File: config.mk
export PLATFORM = sky130hd
export DESIGN_NAME = i2s_adc_rx
export DESIGN_NICKNAME = d
export VERILOG_FILES = /design/src/rtl/i2s_adc_rx.sv
export SDC_FILE = /design/constraint.sdc
export NUM_CORES = 1
export LEC_CHECK = 0
export CAP_MARGIN = 20
export CORE_MARGIN = 5
export CORE_UTILIZATION = 40
export DETAILED_ROUTE_END_ITERATION = 10
export PLACE_DENSITY = 0.58
export RECOVER_POWER = 25
export SLEW_MARGIN = 20
export SYNTH_ARGS = -nofsm -noshare
export SYNTH_HDL_FRONTEND = slang
export SYNTH_SLANG_ARGS = --single-unit
File: constraint.sdc
create_clock -name clk -period 7.03 [get_ports clk]
set_input_delay 1.406 -clock clk [delete_from_list [all_inputs] [get_ports clk]]
set_output_delay 1.406 -clock clk [all_outputs]
set_load 0.02 [all_outputs]
File: src/rtl/i2s_adc_rx.sv
// i2s_adc_rx: I2S receive deserializer for the WM8731 ADC path.
// Oversamples BCLK/ADCLRC/ADCDAT on clk, assembles {left,right} sample pairs
// and presents them on a valid/ready interface.
// Optional macro I2S_RX_FIFO_EN: buffer pairs in a FIFO_DEPTH-entry FIFO;
// otherwise a single output register pair holds one capture.
module i2s_adc_rx #(
  parameter int unsigned DW         = 16,
  parameter int unsigned FIFO_DEPTH = 4
) (
  input  logic          clk,
  input  logic          rst,
  input  logic          i2s_bclk,
  input  logic          i2s_adclrc,
  input  logic          i2s_adcdat,
  input  logic          rx_ready,
  input  logic          ovf_clr,
  output logic          rx_valid,
  output logic [DW-1:0] rx_ldat,
  output logic [DW-1:0] rx_rdat,
  output logic          rx_ovf,
  output logic          frame_err
);

  localparam int unsigned CW = $clog2(DW + 1);

  typedef enum logic [2:0] {
    StSync,
    StLShift,
    StLWait,
    StRShift,
    StRWait
  } state_e;

  // [0]=sync1, [1]=sync2, [2]=edge-detect delay flop
  logic [2:0] bclk_sync;
  logic [1:0] lrc_sync;
  logic [1:0] dat_sync;
  // Registered bit strobe plus the LRC/data values that go with it
  logic       be_q;
  logic       lrc_q;
  logic       dat_q;

  state_e          state_q, state_d;
  logic [CW-1:0]   cnt_q, cnt_d;
  logic            lrc_prev_q, lrc_prev_d;
  logic [DW-1:0]   sh_l_q, sh_l_d;
  logic [DW-1:0]   sh_r_q, sh_r_d;
  logic            push_q, push_d;
  logic            ferr_q, ferr_d;
  logic            lrc_rise, lrc_fall;
  logic            ovf_set;
  logic            pop;

  // Synchronize the codec lines and register the BCLK rising-edge strobe
  always_ff @(posedge clk or posedge rst) begin
    if (rst) begin
      bclk_sync <= '0;
      lrc_sync  <= '0;
      dat_sync  <= '0;
      be_q      <= 1'b0;
      lrc_q     <= 1'b0;
      dat_q     <= 1'b0;
    end else begin
      bclk_sync <= {bclk_sync[1:0], i2s_bclk};
      lrc_sync  <= {lrc_sync[0], i2s_adclrc};
      dat_sync  <= {dat_sync[0], i2s_adcdat};
      be_q      <= bclk_sync[1] & ~bclk_sync[2];
      lrc_q     <= lrc_sync[1];
      dat_q     <= dat_sync[1];
    end
  end

  assign lrc_rise = lrc_q & ~lrc_prev_q;
  assign lrc_fall = ~lrc_q & lrc_prev_q;

  // Frame FSM state register
  always_ff @(posedge clk or posedge rst) begin
    if (rst) begin
      state_q    <= StSync;
      cnt_q      <= '0;
      lrc_prev_q <= 1'b0;
      sh_l_q     <= '0;
      sh_r_q     <= '0;
      push_q     <= 1'b0;
      ferr_q     <= 1'b0;
    end else begin
      state_q    <= state_d;
      cnt_q      <= cnt_d;
      lrc_prev_q <= lrc_prev_d;
      sh_l_q     <= sh_l_d;
      sh_r_q     <= sh_r_d;
      push_q     <= push_d;
      ferr_q     <= ferr_d;
    end
  end

  // Frame FSM next state: one step per sampled BCLK edge
  always_comb begin
    state_d    = state_q;
    cnt_d      = cnt_q;
    lrc_prev_d = lrc_prev_q;
    sh_l_d     = sh_l_q;
    sh_r_d     = sh_r_q;
    push_d     = 1'b0;
    ferr_d     = 1'b0;
    if (be_q) begin
      lrc_prev_d = lrc_q;
      unique case (state_q)
        StSync: begin
          if (lrc_fall) begin
            state_d = StLShift;
            cnt_d   = '0;
          end
        end
        StLShift: begin
          sh_l_d = {sh_l_q[DW-2:0], dat_q};
          cnt_d  = cnt_q + CW'(1);
          // With exactly DW BCLKs per channel the LSB edge also carries the LRC change
          if (cnt_q == CW'(DW - 1)) begin
            state_d = lrc_rise ? StRShift : StLWait;
            if (lrc_rise) cnt_d = '0;
          end else if (lrc_rise) begin
            ferr_d  = 1'b1;
            state_d = StSync;
          end
        end
        StLWait: begin
          if (lrc_rise) begin
            state_d = StRShift;
            cnt_d   = '0;
          end
        end
        StRShift: begin
          sh_r_d = {sh_r_q[DW-2:0], dat_q};
          cnt_d  = cnt_q + CW'(1);
          if (cnt_q == CW'(DW - 1)) begin
            push_d  = 1'b1;
            state_d = lrc_fall ? StLShift : StRWait;
            if (lrc_fall) cnt_d = '0;
          end else if (lrc_fall) begin
            ferr_d  = 1'b1;
            state_d = StLShift;
            cnt_d   = '0;
          end
        end
        StRWait: begin
          if (lrc_fall) begin
            state_d = StLShift;
            cnt_d   = '0;
          end
        end
        default: state_d = StSync;
      endcase
    end
  end

  assign frame_err = ferr_q;
  assign pop       = rx_valid & rx_ready;

`ifdef I2S_RX_FIFO_EN
  localparam int unsigned AW = $clog2(FIFO_DEPTH);

  logic [DW-1:0] mem_l [FIFO_DEPTH];
  logic [DW-1:0] mem_r [FIFO_DEPTH];
  logic [AW:0]   wptr_q, rptr_q;
  logic          empty, full, accept;

  assign empty   = (wptr_q == rptr_q);
  assign full    = (wptr_q[AW-1:0] == rptr_q[AW-1:0]) && (wptr_q[AW] != rptr_q[AW]);
  // A pop frees a slot in the same cycle, so push-on-full with pop is accepted
  assign accept  = push_q & (~full | pop);
  assign ovf_set = push_q & full & ~pop;

  // Pair FIFO storage and pointers; sh_l/sh_r stay stable one cycle past the push strobe
  always_ff @(posedge clk or posedge rst) begin
    if (rst) begin
      for (int i = 0; i < int'(FIFO_DEPTH); i++) begin
        mem_l[i] <= '0;
        mem_r[i] <= '0;
      end
      wptr_q <= '0;
      rptr_q <= '0;
    end else begin
      if (accept) begin
        mem_l[wptr_q[AW-1:0]] <= sh_l_q;
        mem_r[wptr_q[AW-1:0]] <= sh_r_q;
        wptr_q                <= wptr_q + (AW+1)'(1);
      end
      if (pop) rptr_q <= rptr_q + (AW+1)'(1);
    end
  end

  assign rx_valid = ~empty;
  assign rx_ldat  = mem_l[rptr_q[AW-1:0]];
  assign rx_rdat  = mem_r[rptr_q[AW-1:0]];
`else
  logic          valid_q;
  logic [DW-1:0] ldat_q, rdat_q;
  logic          accept;
  logic          unused_cfg;

  assign unused_cfg = ^FIFO_DEPTH;
  assign accept     = push_q & (~valid_q | pop);
  assign ovf_set    = push_q & valid_q & ~pop;

  // Single output register pair
  always_ff @(posedge clk or posedge rst) begin
    if (rst) begin
      valid_q <= 1'b0;
      ldat_q  <= '0;
      rdat_q  <= '0;
    end else begin
      if (accept) begin
        valid_q <= 1'b1;
        ldat_q  <= sh_l_q;
        rdat_q  <= sh_r_q;
      end else if (pop) begin
        valid_q <= 1'b0;
      end
    end
  end

  assign rx_valid = valid_q;
  assign rx_ldat  = ldat_q;
  assign rx_rdat  = rdat_q;
`endif

  // Sticky overflow; a set in the same cycle as a clear wins
  always_ff @(posedge clk or posedge rst) begin
    if (rst) begin
      rx_ovf <= 1'b0;
    end else if (ovf_set) begin
      rx_ovf <= 1'b1;
    end else if (ovf_clr) begin
      rx_ovf <= 1'b0;
    end
  end

endmodule

Yosys cells after proc, flatten, opt, wreduce, memory -nomap -nowiden
Cells that the tools add are included.
{"block": "classes", "n_addsub": 1, "n_eq_ne": 8, "mux": 27, "n_bitwise": 13, "reduce_logical": 9}
{"cell": "$mux 5", "n": 5}
{"cell": "$pmux 5 s4", "n": 1}
{"cell": "$mux 3", "n": 6}
{"cell": "$mux 1", "n": 13}
{"cell": "$pmux 3 s4", "n": 1}
{"cell": "$and 1x1->1", "n": 7}
{"cell": "$eq 3x2->1 const B", "n": 2}
{"cell": "$add 5x1->5 const B", "n": 1}
{"cell": "$eq 5x4->1 const B", "n": 1}
{"cell": "$not 1->1", "n": 5}
{"cell": "$reduce_and 2->1", "n": 2}
{"cell": "$reduce_and 4->1", "n": 1}
{"cell": "$reduce_bool 2->1", "n": 2}
{"cell": "$reduce_bool 4->1", "n": 1}
{"cell": "$eq 3x1->1 const B", "n": 1}
{"cell": "$eq 3x3->1 const B", "n": 1}
{"cell": "$logic_not 3->1", "n": 1}
{"cell": "$ne 3x3->1 const B", "n": 1}
{"cell": "$reduce_and 3->1", "n": 1}
{"cell": "$ne 2x1->1 const B", "n": 1}
{"cell": "$ne 2x2->1 const B", "n": 1}
{"cell": "$pmux 1 s2", "n": 1}
{"cell": "$reduce_or 2->1", "n": 1}
{"cell": "$or 1x1->1", "n": 1}
{"block": "totals", "register_bits": 87}

Depth between registers and ports, before layout
Gate-level depths: netlist of run 1.
{"block": "depth", "depth_word": 6, "mapped_depth": 6, "depth_no_buf": 5}

Worst setup path after synthesis of run 1
OpenSTA, ideal clock, no wires.
{"block": "synth_timing", "kind": "input to register", "startpoint": "input rx_ready", "endpoint": "register ldat_q[0], in the netlist rx_ldat[0]", "setup_time_ns": 0.125, "arrival_ns": 2.252, "required_ns": 6.905, "setup_slack_ns": 4.653, "cell_stages": 4, "path_buffers": 1, "cell_sequence": "nand2b_1 nand2_1 buf_2 mux2_2"}
{"block": "synth_between", "elab_chain_cells": 3}
{"item": "start, declared", "line": "15", "text": "input logic rx_ready,"}
{"item": "$and 1x1->1", "line": "158", "text": "assign pop = rx_valid & rx_ready;"}
{"item": "$or 1x1->1", "line": "203", "text": "assign accept = push_q & (~valid_q | pop);"}
{"item": "$and 1x1->1", "line": "203"}
{"item": "end signal, assigned", "line": "215", "text": "ldat_q <= sh_l_q;"}
{"item": "end, declared", "line": "198", "text": "logic [DW-1:0] ldat_q, rdat_q;"}
No other way between the ends.
A chain may end at the register's enable or synchronous reset.

Worst setup path after layout of run 1
{"block": "layout_timing", "startpoint": "input rx_ready", "endpoint": "register ldat_q[8], in the netlist rx_ldat[8]"}
The elaborated chain is that of the path after synthesis.

==> results of run 1 <==
-- final timing paths --
check	start	end	depth (start not counted)
hold reg to reg	bclk_sync[0]	bclk_sync[1]	0
setup reg to reg	state_q[2]	sh_l_q[9]	3
min in group asynchronous	rst	rx_ldat[7]	3
hold / removal	bclk_sync[0]	bclk_sync[1]	0
setup / recovery	rx_ready	rx_ldat[8]	5
max in group asynchronous	rst	sh_l_q[12]	3
-- sequential cells by signal (all words and copies together), names as in the netlist --
register    flops
lrc_q           1
sh_l_q         16
rx_rdat        16
state_q         3
cnt_q           5
dat_sync        2
rx_ldat        16
bclk_sync       3
lrc_prev_q      1
frame_err       1
dat_q           1
push_q          1
rx_valid        1
sh_r_q         16
rx_ovf          1
lrc_sync        2
be_q            1
-- layout make-up --
cell class | count | area [um^2]
Inverter | 8 | 31.3
Tap cell | 105 | 131
Timing Repair Buffer | 43 | 429
Clock inverter | 6 | 66.3
Sequential cell | 87 | 2180
Clock buffer | 10 | 128
Multi-Input combinational cell | 126 | 1110
Fill cell | 756 | 4230
-- worst reg2reg max path, stage by stage, from the launching register on --
cell and delay (ns):
dfrtp_1 0.49, nand3b_1 0.28, nor2_1 1.05, mux2_2 0.43
-- kinds of logic (layout without fill, tap and decap cells) --
kind of cell,after synthesis,count (layout),share of synthesized area (%)
adders and majority gates,1,1,0.363
AOI/OAI and AO/OA,23,23,4.68
DFF,87,87,63.2
buffers and inverters,18,67,3.27
muxes,66,66,22.4
and+or+nand+nor,36,36,6.13
-- cell usage in the layout, fill, tap and decap left out, types with 2 or more instances in the layout --
cell	netlist	routed
nand2_1	10	10
a221o_1	2	2
inv_6	0	3
mux2_2	57	60
o31ai_1	3	4
dfrtp_1	87	87
dlygate4sd3_1	0	4
o21ai_0	5	5
a21oi_1	4	4
nor2b_1	3	3
inv_1	8	7
nor2_1	5	6
mux2_1	0	5
clkinv_2	0	3
nand3b_1	2	3
clkdlybuf4s50_1	0	37
o211ai_1	2	2
nand3_1	5	5
nand2b_1	2	2
clkbuf_8	0	9
-- power breakdown --
group | internal, uW | total, uW | switching [uW]
Combinational | 51.5 | 101 | 49.7
Clock | 167 | 345 | 178
Sequential | 541 | 579 | 38.5
-- stage by stage --
step | std cells | hold WS, ns | worst slack, ns | instance area [um^2]
6_report | 385 | 0.354 | 3.98 | 4070
5_1_grt | 385 | 0.366 | 3.88 | 4070
4_1_cts | 385 | 0.355 | 4.08 | 4120
3_5_place_dp | 369 | 0.335 | 3.71 | 3920
3_3_place_gp | 369 | 0.331 | 3.75 | 3920
2_1_floorplan | 231 | 0.331 | 3.37 | 3450
-- layer usage --
layer / wire length (um) / up-vias / share of wire [%] / GRT usage [%]
li1: - / 904 / - / -
met4: 99 / 0 / 1.7 / 5.98
met5: 0 / - / 0 / 0
met2: 2660 / 35 / 46 / 17.0
met3: 242 / 8 / 4.2 / 2.84
met1: 2730 / 975 / 48 / 16.5
==> metrics.txt, run 1 <==
total power 1030 uW; Synth Net Count 239; core area 0.00830 mm^2; DR pass1 iterations 4; Fin. Hold Viols 0; DRT Wirelength 5.73 mm; post-synthesis instance area 0.00345 mm^2; crit-path max cell delay 0.53 ns; PortBufs 41; Yosys top cell by area dfrtp_1; starting density of the core 41.5%; top-count cell post-synth dfrtp_1; Die ar. 0.0106 mm^2; Die X-Extent 103 um; yosys warns 0; Remaining DRCs 0; initial antenna violation count 0; PD cells 252 mW/mm^2; Synth cell types 37; relative slew slack 9.85%; Yosys reg bits 87; area grow syn2layout 18.1%; antenna fix cells 0; GRT Total Usage 11.8%; hold-fix buffers at CTS 0; Hold Crit Class flip-flop to flip-flop; nets 283; share of the synthesized area in the top cell type 63.2%; fin util 49.0%; wire length of the first global-routing pass 9.58 mm; worst slew pin tran 1.35 ns; crit path launch type primary input; CP delay by family, top buffers and inverters; Clock Tree Buf Depth 2; Die Ht 103 um; # setup viols final 0; DR WL/cell 14.9 um; H-tree depth 3; CP max FO 21; cell count after synthesis 231; Bufs and invs on worst path 2; RSZ-0062 raised after global routing false; Setup crit end kind flip-flop; Max Freq 328 MHz; Clock Tree Root clkbuf_8; async set-reset flop share out of synthesis 100%; RD Place Congestion 0.777; peak supply drop 0.111 mV; syn avg cell area 14.9 um^2; Worst Path Class, Setup primary input to flip-flop; Tmin final 3.05 ns; Initial DRC Count 55; outcome finished clean; CP max stage cell dlygate4sd3_1; Post-CTS Resized 0; Post-DRT Antenna Nets 0; row count 33; detailed placement HPWL 3.66 mm; Synth top cells by count dfrtp_1 (87), mux2_2 (57), nand2_1 (10); largest net degree at the start of global routing 88; clock-pin slew on the worst setup and hold paths 0.08 ns; TritonCTS clock tree yes; Clk Latency, worst-skew pair 0.35 ns; Synth area leaders dfrtp_1 (63%), mux2_2 (19%), mux2_4 (3.5%); IO Pins 42; Tcrit/Tclk final 43.3%; Sum Neg Setup Slack 0 ns; via count 1922; vias in the first global route 1942; total clock sinks 87; Overflow after GRT 0; Primary FF master, synth dfrtp_1; sequential area share after synthesis 63.2%; crit path DAT 3.27 ns; Via density 4.99; Max Slew Vio Count 0; CTS buffer count 9; layout cell share with drive strength beyond 1 28.2%; Post-synth EDFFs 0; max cap viols 0; Post CTS Setup Buffer Count 0; r2r setup slk 4.68 ns; crit-path cells dlygate4sd3_1, nand2b_1, nand2_1, buf_4, mux2_2; clock skew 0.0137 ns; LEAKAGE 0.00193 uW; CP Data Required Time 7.26 ns
No activity file was read; power rests on OpenSTA's default activity.
==> run 2: changes to the inputs <==
Settings changed: PLACE_DENSITY 0.58 to 0.6.
Clock period 7.03 ns to 2.6 ns, I/O delays scaled along.
==> metrics.txt, run 2 (synthesis results as in run 1) <==
wire length of the first global-routing pass 9.61 mm (+0.28%); CP max FO 48 (+130%); antenna fix cells 0 (unchanged); peak supply drop 0.340 mV (+210%); # placed instances 372 (+0.81%); DRT Wirelength 5.56 mm (-2.9%); max cap viols 0 (unchanged); starting density of the core 41.5% (unchanged); met1 Track Usage GR 15.6% (-0.92 points); Tcrit/Tclk final 74.9%; Final Non-Filler Cells 388 (+0.78%); Fin. Hold Viols 0 (unchanged); DR pass1 iterations 4 (unchanged); Clk Latency, worst-skew pair 0.35 ns (about the same); Setup crit end kind async pin; most common cell after layout, fill and taps aside dfrtp_1; Clock Tree Root clkbuf_8; DR WL/cell 14.3 um (-3.7%); GRT Total Usage 11.6% (-0.16 points); total power 2810 uW (+170%); area grow syn2layout 20.8%; Bufs and invs on worst path 3 (+1); PD cells 675 mW/mm^2 (+170%); row count 33 (unchanged); Overflow after GRT 0 (unchanged); CP Data Required Time 3.03 ns (-4.23 ns); CTS buffer count 9 (unchanged); Max Freq 514 MHz; clock skew 0.0128 ns (-0.000928 ns); clock-pin slew on the worst setup and hold paths 0.09 ns (about the same); nets 286 (+1.1%); layout cell share with drive strength beyond 1 32.2% (+3.9 points); Tmin final 1.95 ns; Post-CTS Resized 0 (unchanged); Initial DRC Count 72 (+31%); TritonCTS clock tree yes; CP delay by family, top buffers and inverters; largest net degree at the start of global routing 49 (-44%); Post CTS Setup Buffer Count 0 (unchanged); core area 0.00830 mm^2 (unchanged); via count 1929 (+0.36%); initial antenna violation count 0 (unchanged); # fillers 724 (-4.2%); outcome finished clean; worst slew pin tran 0.939 ns (-0.408 ns); PortBufs 41 (unchanged); Worst Path Class, Setup primary input to async pin; Via density 4.97 (-0.41%); LEAKAGE 0.00198 uW (+2.6%); hold-fix buffers at CTS 0 (unchanged); Hold Crit Class flip-flop to flip-flop; vias in the first global route 1975 (+1.7%); crit path DAT 2.37 ns (-0.90 ns); most frequent cells in the layout dfrtp_1 (87), mux2_2 (57), clkdlybuf4s50_1 (36); Most Crowded Layer GR met2; grt met2 use 17.4% (+0.40 points); Max Slew Vio Count 0 (unchanged); Remaining DRCs 0 (unchanged); Clock Tree Buf Depth 2 (unchanged); Die Ht 103 um (unchanged); met3 usage 4.40% (+1.6 points); # setup viols final 0 (unchanged); RSZ-0062 raised after global routing false; Die ar. 0.0106 mm^2 (unchanged); crit path launch type primary input; CP max stage cell clkbuf_4; H-tree depth 3 (unchanged); register cell area after layout 0.00218 mm^2 (unchanged); Post-DRT Antenna Nets 0 (unchanged); Sum Neg Setup Slack 0 ns (unchanged); RD Place Congestion 0.848 (+9.2%); crit-path cells dlygate4sd3_1, clkinvlp_2, clkbuf_4; detailed placement HPWL 3.63 mm (-0.67%); IO Pins 42 (unchanged); total clock sinks 87 (unchanged); Die X-Extent 103 um (unchanged); area occupied by multi-input gates 0.00116 mm^2 (+4.5%); relative slew slack 37.1% (+27 points); crit-path max cell delay 0.71 ns (+0.18 ns)
==> run 2: cell count changes in the layout (fill, tap and decap cells not counted), moves of 2 or more <==
cell,before,now
clkinv_2,3,1
mux2_4,0,8
clkinvlp_4,0,2
mux2_2,60,57
mux2_1,5,0
buf_4,1,3
==> run 2: worst paths after layout <==
kind	start	end	slack (ns)	depth (start not counted)
setup / recovery	rst	rx_rdat[7]	0.65	3
hold / removal	lrc_sync[1]	lrc_q	0.36	0
setup reg to reg	state_q[1]	sh_r_q[2]	0.90	4
hold reg to reg	lrc_sync[1]	lrc_q	0.36	0
max in group clk	rx_ldat[4]	rx_ldat[4]	0.75	1
min in group asynchronous	rst	lrc_sync[0]	0.77	2
==> run 2: area by class of cell <==
cell class	instances	share of cell area (%)
flip-flops and latches	87	52.3
inverters	8	0.751
multi-input cells	126	27.8
clock buffers	10	3.31
repair buffers	46	11.1
clock inverters	6	1.62
well taps	105	3.16
==> run 2: metrics by stage <==
stage	setup slack (ns)	hold slack (ns)	util, %	instance area (um^2)
after detailed placement	0.673	0.340	47.9	3970
after floorplan	1.04	0.331	-	3450
after CTS	0.710	0.360	50.3	4180
after global placement	0.698	0.333	47.9	3970
after global routing	0.342	0.376	50.2	4160
final	0.653	0.357	50.2	4160
==> run 2: metal layers <==
metal / up-vias / share of wire, % / routed length [um]
met5: - / 0 / 0
met4: 0 / 0.68 / 38
met3: 6 / 5.1 / 283
met2: 40 / 48 / 2660
met1: 978 / 46 / 2580
li1: 905 / - / -
==> run 2: power breakdown <==
group | internal (uW) | switching (uW) | leakage [uW]
Clock | 475 | 481 | 0.0000993
Sequential | 1460 | 107 | 0.00117
Combinational | 146 | 139 | 0.000711
